[src/rtl/spi_cfg_master.sv]
// spi_cfg_master
//   Round-robin register-write sequencer for the SPI configuration port of the
//   PWM/output-enable register file. Each accepted write becomes one 16-bit
//   SPI mode-0 frame, MSB first: {1'b1 (write), addr[6:0], data[7:0]}.
//
// Parameters
//   CLK_DIV   clk cycles per SCLK half-period (4..255)
//   CS_SETUP  clk cycles ncs low before the first SCLK rise phase (4..255)
//   CS_HOLD   clk cycles ncs low after the last SCLK fall (2..255)
//   CS_GAP    minimum clk cycles ncs high between frames (2..255)
//   MAX_ADDR  highest register address implemented by the peripheral
//
// Ports
//   clk, rst_n                      clock, asynchronous active-low reset
//   reqN_valid/addr/data/ready      requester N write channel (N = 0, 1)
//   ncs, sclk, copi                 SPI pins (ncs active low, sclk idles low)
//   busy                            high whenever the sequencer is not idle
//   done, done_id                   completion pulse and requester index
//   err                             pulse with done: address out of range
//   skipped                         pulse with done: write suppressed as redundant
//
// Optional feature
//   SPI_CFG_SKIP_REDUNDANT_EN  keeps a shadow copy of every register and
//                              suppresses writes whose data matches it.
//                              Undefined: every legal write is framed and
//                              skipped stays 0.

module spi_cfg_master #(
   parameter int CLK_DIV  = 4,
   parameter int CS_SETUP = 4,
   parameter int CS_HOLD  = 4,
   parameter int CS_GAP   = 4,
   parameter int MAX_ADDR = 4
) (
   input  logic       clk,
   input  logic       rst_n,
   input  logic       req0_valid,
   input  logic [6:0] req0_addr,
   input  logic [7:0] req0_data,
   output logic       req0_ready,
   input  logic       req1_valid,
   input  logic [6:0] req1_addr,
   input  logic [7:0] req1_data,
   output logic       req1_ready,
   output logic       ncs,
   output logic       sclk,
   output logic       copi,
   output logic       busy,
   output logic       done,
   output logic       done_id,
   output logic       err,
   output logic       skipped
);

   localparam logic [7:0] DIV_LAST   = 8'(CLK_DIV - 1);
   localparam logic [7:0] SETUP_LAST = 8'(CS_SETUP - 1);
   localparam logic [7:0] HOLD_LAST  = 8'(CS_HOLD - 1);
   localparam logic [7:0] GAP_LAST   = 8'(CS_GAP - 1);
   localparam logic [6:0] MAX_ADDR_L = 7'(MAX_ADDR);

   typedef enum logic [2:0] {
      S_IDLE,
      S_SETUP,
      S_SHIFT,
      S_HOLD,
      S_GAP
   } state_t;

   state_t      state;
   logic        last_grant;
   logic [7:0]  cnt;
   logic [4:0]  bit_cnt;
   logic [14:0] shreg;      // bits 14:0 of the frame; bit 15 goes out first
   logic        cur_id;

   logic        grant0;
   logic        grant1;
   logic        hs;
   logic        sel_id;
   logic [6:0]  sel_addr;
   logic [7:0]  sel_data;
   logic        addr_bad;

`ifdef SPI_CFG_SKIP_REDUNDANT_EN
   localparam int unsigned NUM_SHADOW = MAX_ADDR + 1;
   logic [6:0]  cur_addr;
   logic [7:0]  cur_data;
   logic [7:0]  shadow [NUM_SHADOW];
   logic        shadow_hit;
`endif

   // A lone requester always wins; on contention the one not granted last wins.
   always_comb begin
      grant0 = req0_valid & (~req1_valid | last_grant);
      grant1 = req1_valid & (~req0_valid | ~last_grant);
   end

   assign req0_ready = (state == S_IDLE) & grant0;
   assign req1_ready = (state == S_IDLE) & grant1;
   assign busy       = (state != S_IDLE);

   always_comb begin
      hs       = req0_ready | req1_ready;
      sel_id   = req1_ready;
      sel_addr = req1_ready ? req1_addr : req0_addr;
      sel_data = req1_ready ? req1_data : req0_data;
      addr_bad = (sel_addr > MAX_ADDR_L);
   end

`ifdef SPI_CFG_SKIP_REDUNDANT_EN
   always_comb begin
      shadow_hit = 1'b0;
      for (int unsigned i = 0; i < NUM_SHADOW; i++) begin
         if ((sel_addr == 7'(i)) && (shadow[i] == sel_data)) begin
            shadow_hit = 1'b1;
         end
      end
   end
`endif

   always_ff @(posedge clk or negedge rst_n) begin
      if (!rst_n) begin
         state      <= S_IDLE;
         last_grant <= 1'b1;
         cnt        <= '0;
         bit_cnt    <= '0;
         shreg      <= '0;
         cur_id     <= 1'b0;
         ncs        <= 1'b1;
         sclk       <= 1'b0;
         copi       <= 1'b0;
         done       <= 1'b0;
         done_id    <= 1'b0;
         err        <= 1'b0;
         skipped    <= 1'b0;
`ifdef SPI_CFG_SKIP_REDUNDANT_EN
         cur_addr   <= '0;
         cur_data   <= '0;
         for (int unsigned i = 0; i < NUM_SHADOW; i++) begin
            shadow[i] <= '0;
         end
`endif
      end else begin
         done    <= 1'b0;
         err     <= 1'b0;
         skipped <= 1'b0;
         case (state)
            S_IDLE: begin
               if (hs) begin
                  last_grant <= sel_id;
                  cur_id     <= sel_id;
                  cnt        <= '0;
                  bit_cnt    <= '0;
`ifdef SPI_CFG_SKIP_REDUNDANT_EN
                  cur_addr   <= sel_addr;
                  cur_data   <= sel_data;
`endif
                  if (addr_bad) begin
                     state   <= S_GAP;
                     done    <= 1'b1;
                     err     <= 1'b1;
                     done_id <= sel_id;
`ifdef SPI_CFG_SKIP_REDUNDANT_EN
                  end else if (shadow_hit) begin
                     state   <= S_GAP;
                     done    <= 1'b1;
                     skipped <= 1'b1;
                     done_id <= sel_id;
`endif
                  end else begin
                     state <= S_SETUP;
                     ncs   <= 1'b0;
                     sclk  <= 1'b0;
                     copi  <= 1'b1;
                     shreg <= {sel_addr, sel_data};
                  end
               end
            end

            S_SETUP: begin
               if (cnt == SETUP_LAST) begin
                  cnt   <= '0;
                  state <= S_SHIFT;
               end else begin
                  cnt <= cnt + 8'd1;
               end
            end

            // copi only moves on the high->low transition, so it is stable for
            // a full low phase before and a full high phase after every rise.
            S_SHIFT: begin
               if (cnt == DIV_LAST) begin
                  cnt <= '0;
                  if (!sclk) begin
                     sclk <= 1'b1;
                  end else begin
                     sclk <= 1'b0;
                     if (bit_cnt == 5'd15) begin
                        state <= S_HOLD;
                     end else begin
                        bit_cnt <= bit_cnt + 5'd1;
                        copi    <= shreg[14];
                        shreg   <= {shreg[13:0], 1'b0};
                     end
                  end
               end else begin
                  cnt <= cnt + 8'd1;
               end
            end

            S_HOLD: begin
               if (cnt == HOLD_LAST) begin
                  cnt     <= '0;
                  state   <= S_GAP;
                  ncs     <= 1'b1;
                  copi    <= 1'b0;
                  done    <= 1'b1;
                  done_id <= cur_id;
`ifdef SPI_CFG_SKIP_REDUNDANT_EN
                  for (int unsigned i = 0; i < NUM_SHADOW; i++) begin
                     if (cur_addr == 7'(i)) begin
                        shadow[i] <= cur_data;
                     end
                  end
`endif
               end else begin
                  cnt <= cnt + 8'd1;
               end
            end

            S_GAP: begin
               if (cnt == GAP_LAST) begin
                  cnt   <= '0;
                  state <= S_IDLE;
               end else begin
                  cnt <= cnt + 8'd1;
               end
            end

            default: state <= S_IDLE;
         endcase
      end
   end

endmodule

[config.mk]
export PLATFORM = sky130hd
export DESIGN_NAME = spi_cfg_master
export DESIGN_NICKNAME = d
export VERILOG_FILES = /design/src/rtl/spi_cfg_master.sv
export SDC_FILE = /design/constraint.sdc
export NUM_CORES = 1
export LEC_CHECK = 0
export BUFFER_PORTS_ARGS = -buffer_cell sky130_fd_sc_hd__buf_2
export CAP_MARGIN = 25
export CORE_ASPECT_RATIO = 1.25
export CORE_MARGIN = 1.5
export CORE_UTILIZATION = 50
export CTS_CLUSTER_SIZE = 40
export DETAILED_ROUTE_END_ITERATION = 6
export HOLD_SLACK_MARGIN = 0.02
export PLACE_DENSITY = 0.81
export SLEW_MARGIN = 20
export SYNTH_ARGS = -nofsm -noshare
export SYNTH_HDL_FRONTEND = slang
export SYNTH_SLANG_ARGS = --single-unit
export TNS_END_PERCENT = 100
[constraint.sdc]
create_clock -name clk -period 3.2 [get_ports clk]
set_input_delay 0.32 -clock clk [delete_from_list [all_inputs] [get_ports clk]]
set_output_delay 0.32 -clock clk [all_outputs]
set_load 0.02 [all_outputs]
==> impl_metrics.json, run 1 <==
{
  "die_h_um": 77.77,
  "max_cap_violations": 0,
  "synth_xor_xnor_area_share": 0.01567,
  "dominant_combinational_cell_family_by_area_after_synthesis": "multiplexers",
  "cts_setup_buffers": 0,
  "areaGrowthSynthToFinish_pct": 16.06,
  "final_util": 0.5955,
  "cts-resized-gates": 0,
  "grt_pass1_vias": 1794,
  "period_needed_ns": 2.595,
  "hold_buffers": 0,
  "synth_fa_ha_area_frac": 0.01679,
  "ctsHtreeMaxLevel": 2,
  "gp_congestion": 0.8355,
  "clockRootBuffer": "sky130_fd_sc_hd__clkbuf_8",
  "number_of_distinct_library_cell_variants_in_the_gate_level_netlist_after_synthesis": 46,
  "yosys-mux-area-fraction": 0.1763,
  "gr-usage-all-layers": 0.2090,
  "crit_path_max_fanout": 17,
  "netlist_area_um2": 2236,
  "worstSkewPairLatency_ns": 0.30,
  "floorplan_core_area_um2": 4358,
  "drive_above_1_share": 0.2915,
  "yosys.area_share.simple": 0.1550,
  "synth_top_area_frac": 0.4141,
  "initial_core_util": 0.5131,
  "finalHoldViolations": 0,
  "placement_rows": 27,
  "initialDrtViolationCount": 87,
  "power-per-cell-area_nw_per_um2": 380.0,
  "met3_track_usage_gr": 0.05362,
  "worst_setup_hold_path_clk_slew_ns": 0.08,
  "dr_total_vias": 1834,
  "worst_hold_path_type": "in -> async",
  "crit_arrival_ns": 2.27,
  "netlist.top_cell.by_area": "sky130_fd_sc_hd__dfrtp_1",
  "port-buffer-count": 42,
  "synth_seq_cells": 39,
  "diodes": 0,
  "fmax_ghz": 0.3854,
  "met2_usage": 0.3548,
  "grt_antenna_before_repair": 0,
  "async_reset_ff_frac": 1.000,
  "timing.final.setup_violations": 0,
  "yosysSeqAreaShare": 0.4376,
  "report.power.total_uw": 986.0,
  "pin_count_of_the_biggest_net_entering_global_routing": 40,
  "startpoint": "state[0]$_DFFE_PN0P_",
  "met1_resource_use_gr": 0.2568,
  "status": "complete, no violations",
  "synth.top_cells.by_area": "sky130_fd_sc_hd__dfrtp_1 41%, sky130_fd_sc_hd__mux2i_1 8.1%, sky130_fd_sc_hd__mux2_2 7.6%",
  "finalMaxSlewViolations": 0,
  "drc_errors": 0,
  "grt_first_pass_wirelength_um": 8031,
  "rr_startpoint": "state[0]$_DFFE_PN0P_",
  "ys_warn_count": 0,
  "cellLeakagePower_nw": 1.284,
  "post-dp-hpwl_um": 3401,
  "synthMostInstantiatedCell": "sky130_fd_sc_hd__dfrtp_1",
  "final_wl_um": 4642,
  "setup_tns_ns": 0,
  "synth_ff_type": "sky130_fd_sc_hd__dfrtp_1",
  "setup.worst_path.class": "reg -> out",
  "netlist_instances": 228,
  "first_pass_iters": 5,
  "post_synth_most_frequent_cells": "37 x sky130_fd_sc_hd__dfrtp_1, 27 x sky130_fd_sc_hd__nand2_1, 25 x sky130_fd_sc_hd__o21ai_0",
  "io-pin-count": 44,
  "final_nets": 307,
  "max_slew_headroom": 0.3964,
  "rsz0062_at_grt": "no",
  "die-area_um2": 4884,
  "synthesized_net_count": 265,
  "cp-start-kind": "flop",
  "worstReg2RegEnd": "shreg[2]$_DFFE_PN0P_",
  "tritoncts": "built",
  "globalRoute.totalOverflow": 0,
  "synth-edff-count": 0,
  "setup.worst_path.end_class": "output port",
  "setup_slack_reg_to_reg_ns": 0.74,
  "max-clock-path-buffers": 2,
  "synth-compound-area-share": 0.1550,
  "worst_ep_required_time_ns": 2.88,
  "timing_worst_slew_pin_value_ns": 0.9055,
  "postRouteAntennaNets": 0,
  "rr_worst_depth": 6,
  "die_w_um": 62.81,
  "via_per_inst": 5.574,
  "fin_skew_ns": 0.006515,
  "clkSinkCount": 39,
  "power.ir.vdd_worst_mv": 0.1783,
  "synth.avg_cell_area_um2": 9.807,
  "globalRoute.busiestLayer": "met2",
  "post-route-period-util": 0.8109,
  "post_drt_wl_per_cell_um": 14.11,
  "cts_made_buffers": 5
}
worst max-delay path by stage:
stage                                   endpoint  slack, ns  cells past startpoint
after floorplan           bit_cnt[0]$_DFFE_PN0P_       1.11                      8
after global placement     shreg[14]$_DFFE_PN0P_       0.85                      6
after detailed placement    shreg[2]$_DFFE_PN0P_       0.78                      6
after CTS                             req1_ready       0.61                      5
after global routing                  req1_ready       0.46                      5
final                                 req1_ready       0.61                      5
power by group:
part	internal (mW)	total, mW	leakage (nW)	switching, mW
combinational	0.0237	0.0522	0.730	0.0285
sequential	0.495	0.497	0.493	0.00169
clock	0.253	0.437	0.0612	0.185
per-layer routing:
| metal | wire, µm | share of wire |
|---|---|---|
| met1 | 2037 | 0.44 |
| met2 | 2292 | 0.49 |
| met3 | 243 | 0.052 |
| met4 | 68 | 0.015 |
| met5 | 0 | 0 |
sequential cells by signal, indices dropped and copies added, names as in the netlist:
signal	cells
sclk	1
copi	1
last_grant	1
ncs	1
done	1
cur_id	1
state	3
shreg	15
cnt	8
done_id	1
bit_cnt	5
err	1
layout make-up:
type	instances	area [µm²]
clock buffer	6	82.58
clock inverter	2	35.03
fill	389	1763
inverter	8	32.53
multi-input combinational	172	1169
sequential	39	978.4
tap	58	72.57
timing repair buffer	44	225.2
placed cells by master, fill, tap and decap left out, types with 2 or more instances in the layout:
cell type,instances
sky130_fd_sc_hd__a21o_1,3
sky130_fd_sc_hd__a21oi_1,8
sky130_fd_sc_hd__a22o_1,2
sky130_fd_sc_hd__and3_1,4
sky130_fd_sc_hd__buf_2,42
sky130_fd_sc_hd__buf_4,2
sky130_fd_sc_hd__clkbuf_8,6
sky130_fd_sc_hd__dfrtp_1,37
sky130_fd_sc_hd__dfstp_2,2
sky130_fd_sc_hd__ha_1,3
sky130_fd_sc_hd__inv_1,7
sky130_fd_sc_hd__mux2_2,15
sky130_fd_sc_hd__mux2_4,3
sky130_fd_sc_hd__mux2i_1,18
sky130_fd_sc_hd__nand2_1,27
sky130_fd_sc_hd__nand3_1,8
sky130_fd_sc_hd__nor2_1,19
sky130_fd_sc_hd__nor2b_1,2
sky130_fd_sc_hd__nor3_1,3
sky130_fd_sc_hd__nor4_1,5
sky130_fd_sc_hd__o21ai_0,25
sky130_fd_sc_hd__o22ai_1,2
sky130_fd_sc_hd__xnor2_1,3
cells by family (layout without fill, tap and decap cells):
family,after synthesis,after routing
other cells,1,1
fa+ha+maj,3,3
compound gates,54,54
mux,36,36
simple gates,74,74
flops,39,39
xor+xnor,4,4
buf+inv,17,60
worst max-delay path, stage by stage (launching register included):
cell,delay (ns)
sky130_fd_sc_hd__dfrtp_1,0.54
sky130_fd_sc_hd__nor3_4,0.43
sky130_fd_sc_hd__inv_4,0.11
sky130_fd_sc_hd__or2_1,0.58
sky130_fd_sc_hd__inv_1,0.13
sky130_fd_sc_hd__buf_2,0.18
through the flow:
stage | hold WS, ns | setup WS [ns] | area (µm²) | cells
finish | 0.1384 | 0.6052 | 2595 | 329
floorplan | 0.02441 | 1.109 | 2236 | 228
detailed placement | 0.4689 | 0.7780 | 2477 | 321
CTS | 0.1750 | 0.6092 | 2595 | 329
global route | 0.2035 | 0.4601 | 2595 | 329
global placement | 0.4620 | 0.8504 | 2477 | 321
Power figures use the tool's default switching activity.
==> inputs of run 2 (changes only) <==
- ABC_AREA: not set -> 1
- PLACE_DENSITY: 0.81 -> 0.83
- clock period: 3.2 -> 2.3 ns (I/O delays scaled with it)
==> run 2 against run 1 <==
Net effect: largest cell class unchanged; worst setup slack worse by 0.40 ns; critical endpoint is now shreg[7]$_DFFE_PN0P_; die area is 12% higher; synthesized cell count is 48% higher.
==> impl_metrics.json, run 2 <==
{
  "drive_above_1_share": 0.2865,
  "power.internal_mw": 2.016,
  "timing_worst_slew_pin_value_ns": 0.8834,
  "setup.worst_path.class": "reg -> reg",
  "grt_pass1_vias": 2095,
  "worst_ep_required_time_ns": 2.50,
  "largest_registers": "shreg: 15 flops, cnt: 8 flops, bit_cnt: 5 flops",
  "gr-usage-all-layers": 0.2129,
  "met3_track_usage_gr": 0.03930,
  "final_nets": 420,
  "numPlacedInstances": 436,
  "period_needed_ns": 2.097,
  "netlist_area_um2": 2510,
  "status": "complete, no violations",
  "yosysSeqAreaShare": 0.3898,
  "via_per_inst": 5.002,
  "synth.avg_cell_area_um2": 7.426,
  "globalRoute.totalOverflow": 0,
  "p_seq_frac": 0.277,
  "layout_commonest_cell": "sky130_fd_sc_hd__nand2_1",
  "ctsHtreeMaxLevel": 2,
  "die_w_um": 66.37,
  "die_h_um": 82.22,
  "synthMostInstantiatedCell": "sky130_fd_sc_hd__nand2_1",
  "ys_warn_count": 0,
  "clkSinkCount": 39,
  "place_area_um2": 2766,
  "finalHoldViolations": 0,
  "final_wl_um": 5213,
  "pin_count_of_the_biggest_net_entering_global_routing": 40,
  "pwr-share-comb": 0.594,
  "worst_setup_hold_path_clk_slew_ns": 0.07,
  "hold_buffers": 0,
  "finalMaxSlewViolations": 0,
  "netlist.top_cell.by_area": "sky130_fd_sc_hd__dfrtp_1",
  "cp_slowest_stage_delay_ns": 0.38,
  "cellLeakagePower_nw": 1.547,
  "rsz0062_at_grt": "yes",
  "synth-edff-count": 0,
  "die-area_um2": 5457,
  "fmax_ghz": 0.4768,
  "port-buffer-count": 42,
  "timing.final.setup_violations": 0,
  "synth.top_cells.by_area": "sky130_fd_sc_hd__dfrtp_1 37%, sky130_fd_sc_hd__nand2_1 13%, sky130_fd_sc_hd__inv_1 8.2%",
  "design_area_um2": 2875,
  "async_reset_ff_frac": 1.000,
  "cts-resized-gates": 0,
  "power-per-cell-area_nw_per_um2": 1385,
  "crit_arrival_ns": 2.29,
  "synth_fa_ha_area_frac": 0.01496,
  "first_pass_iters": 4,
  "fin_skew_ns": 0.003678,
  "synth_top_area_frac": 0.3689,
  "final_cells": 444,
  "clockRootBuffer": "sky130_fd_sc_hd__clkbuf_8",
  "post-dp-hpwl_um": 3854,
  "yosys.area_share.simple": 0.3026,
  "initial_core_util": 0.5229,
  "layout_common_cells": "87 x sky130_fd_sc_hd__nand2_1, 55 x sky130_fd_sc_hd__inv_1, 42 x sky130_fd_sc_hd__buf_2, 37 x sky130_fd_sc_hd__dfrtp_1, 21 x sky130_fd_sc_hd__o21ai_0",
  "initialDrtViolationCount": 90,
  "gp_congestion": 0.7971,
  "synth_seq_cells": 39,
  "synth_ff_type": "sky130_fd_sc_hd__dfrtp_1",
  "dominant_combinational_cell_family_by_area_after_synthesis": "simple AND/OR/NAND/NOR gates",
  "timing.critical_path.slowest_stage_cell": "sky130_fd_sc_hd__dfrtp_1",
  "globalRoute.busiestLayer": "met2",
  "floorplan_core_area_um2": 4800,
  "post_drt_wl_per_cell_um": 11.74,
  "dr_total_vias": 2221,
  "final_util": 0.5991,
  "setup.worst_path.end_class": "flop",
  "worst-path-buf-inv": 1,
  "synth_xor_xnor_area_share": 0.01047,
  "yosys-mux-area-fraction": 0,
  "placement_rows": 28,
  "io-pin-count": 44,
  "post-route-period-util": 0.9118,
  "worst_hold_path_type": "in -> async",
  "worstSkewPairLatency_ns": 0.30,
  "netlist_instances": 338,
  "max_flop_register": "shreg",
  "report.power.total_mw": 3.982,
  "met1_resource_use_gr": 0.2441,
  "worstPathCellList": "ha_1, nand2_1, nor2_1, ha_1, o21ai_0, nand2_1, nor3_4, nand2_8, o21ai_2, inv_2",
  "preCtsSetupSlack_ns": 0.09939,
  "cp-start-kind": "flop",
  "crit_path_max_fanout": 30,
  "hold_ws_ns": 0.05166,
  "number_of_distinct_library_cell_variants_in_the_gate_level_netlist_after_synthesis": 34,
  "tritoncts": "built",
  "total_switching_power_mw": 1.966,
  "grt_first_pass_wirelength_um": 8825,
  "drc_errors": 0,
  "netSwitchingFraction": 0.4937,
  "cts_setup_buffers": 0,
  "synthesized_net_count": 375,
  "setup_tns_ns": 0,
  "max_slew_headroom": 0.4111,
  "max-clock-path-buffers": 2,
  "met2_usage": 0.3930,
  "power.ir.vdd_worst_mv": 0.6027,
  "max_cap_violations": 0,
  "worst_path_dominant_cell_family": "simple AND/OR/NAND/NOR gates",
  "grt_antenna_before_repair": 0,
  "diodes": 0,
  "largest_reg_flops": 15,
  "cts_made_buffers": 5,
  "clock_power_share": 0.129,
  "post_synth_most_frequent_cells": "87 x sky130_fd_sc_hd__nand2_1, 55 x sky130_fd_sc_hd__inv_1, 37 x sky130_fd_sc_hd__dfrtp_1",
  "postRouteAntennaNets": 0,
  "fin_ws_ns": 0.2028,
  "synth-compound-area-share": 0.1496,
  "areaGrowthSynthToFinish_pct": 14.56
}
[run 2: per-layer routing]
metal  vias up  part of all wire
met5         -                 0
met4         0             0.018
met3        10             0.040
met2        55              0.52
met1      1024              0.42
li1       1132                 -
[run 2: area by class of cell]
cell class / count / area, µm²
flip-flops and latches: 39 / 978.4
repair buffers: 47 / 247.7
clock buffers: 8 / 100.1
fillers: 440 / 1924
inverters: 70 / 262.8
well taps: 60 / 75.07
multi-input cells: 220 / 1211
[run 2: path summary, 6_finish.rpt]
path                                   startpoint                    to  slack, ns  depth (start not counted)
min reg2reg                       ncs$_DFFE_PN1P_       ncs$_DFFE_PN1P_       0.47                          2
min                                         rst_n         err$_DFF_PN0_       0.05                          1
min in group clk                     req1_data[0]  shreg[0]$_DFFE_PN0P_       0.32                          5
max reg2reg                bit_cnt[0]$_DFFE_PN0P_  shreg[7]$_DFFE_PN0P_       0.20                         10
max in group asynchronous                   rst_n   done_id$_DFFE_PN0P_       1.70                          1
max                        bit_cnt[0]$_DFFE_PN0P_  shreg[7]$_DFFE_PN0P_       0.20                         10
[run 2: power groups by stage]
stage          clock network, mW  registers, mW  logic [mW]
2_1_floorplan                  0           1.11        1.91
3_3_place_gp                   0           1.10        2.27
3_5_place_dp                   0           1.11        2.34
4_1_cts                    0.518           1.10        2.35
5_1_grt                    0.551           1.12        2.66
6_report                   0.513           1.10        2.37
[run 2: logic make-up after synthesis]
group | count (synthesis)
and+or+nand+nor | 153
adders and majority gates | 3
AOI/OAI and AO/OA | 60
other | 1
buffers and inverters | 79
DFF | 39
xor gates and xnor gates | 3
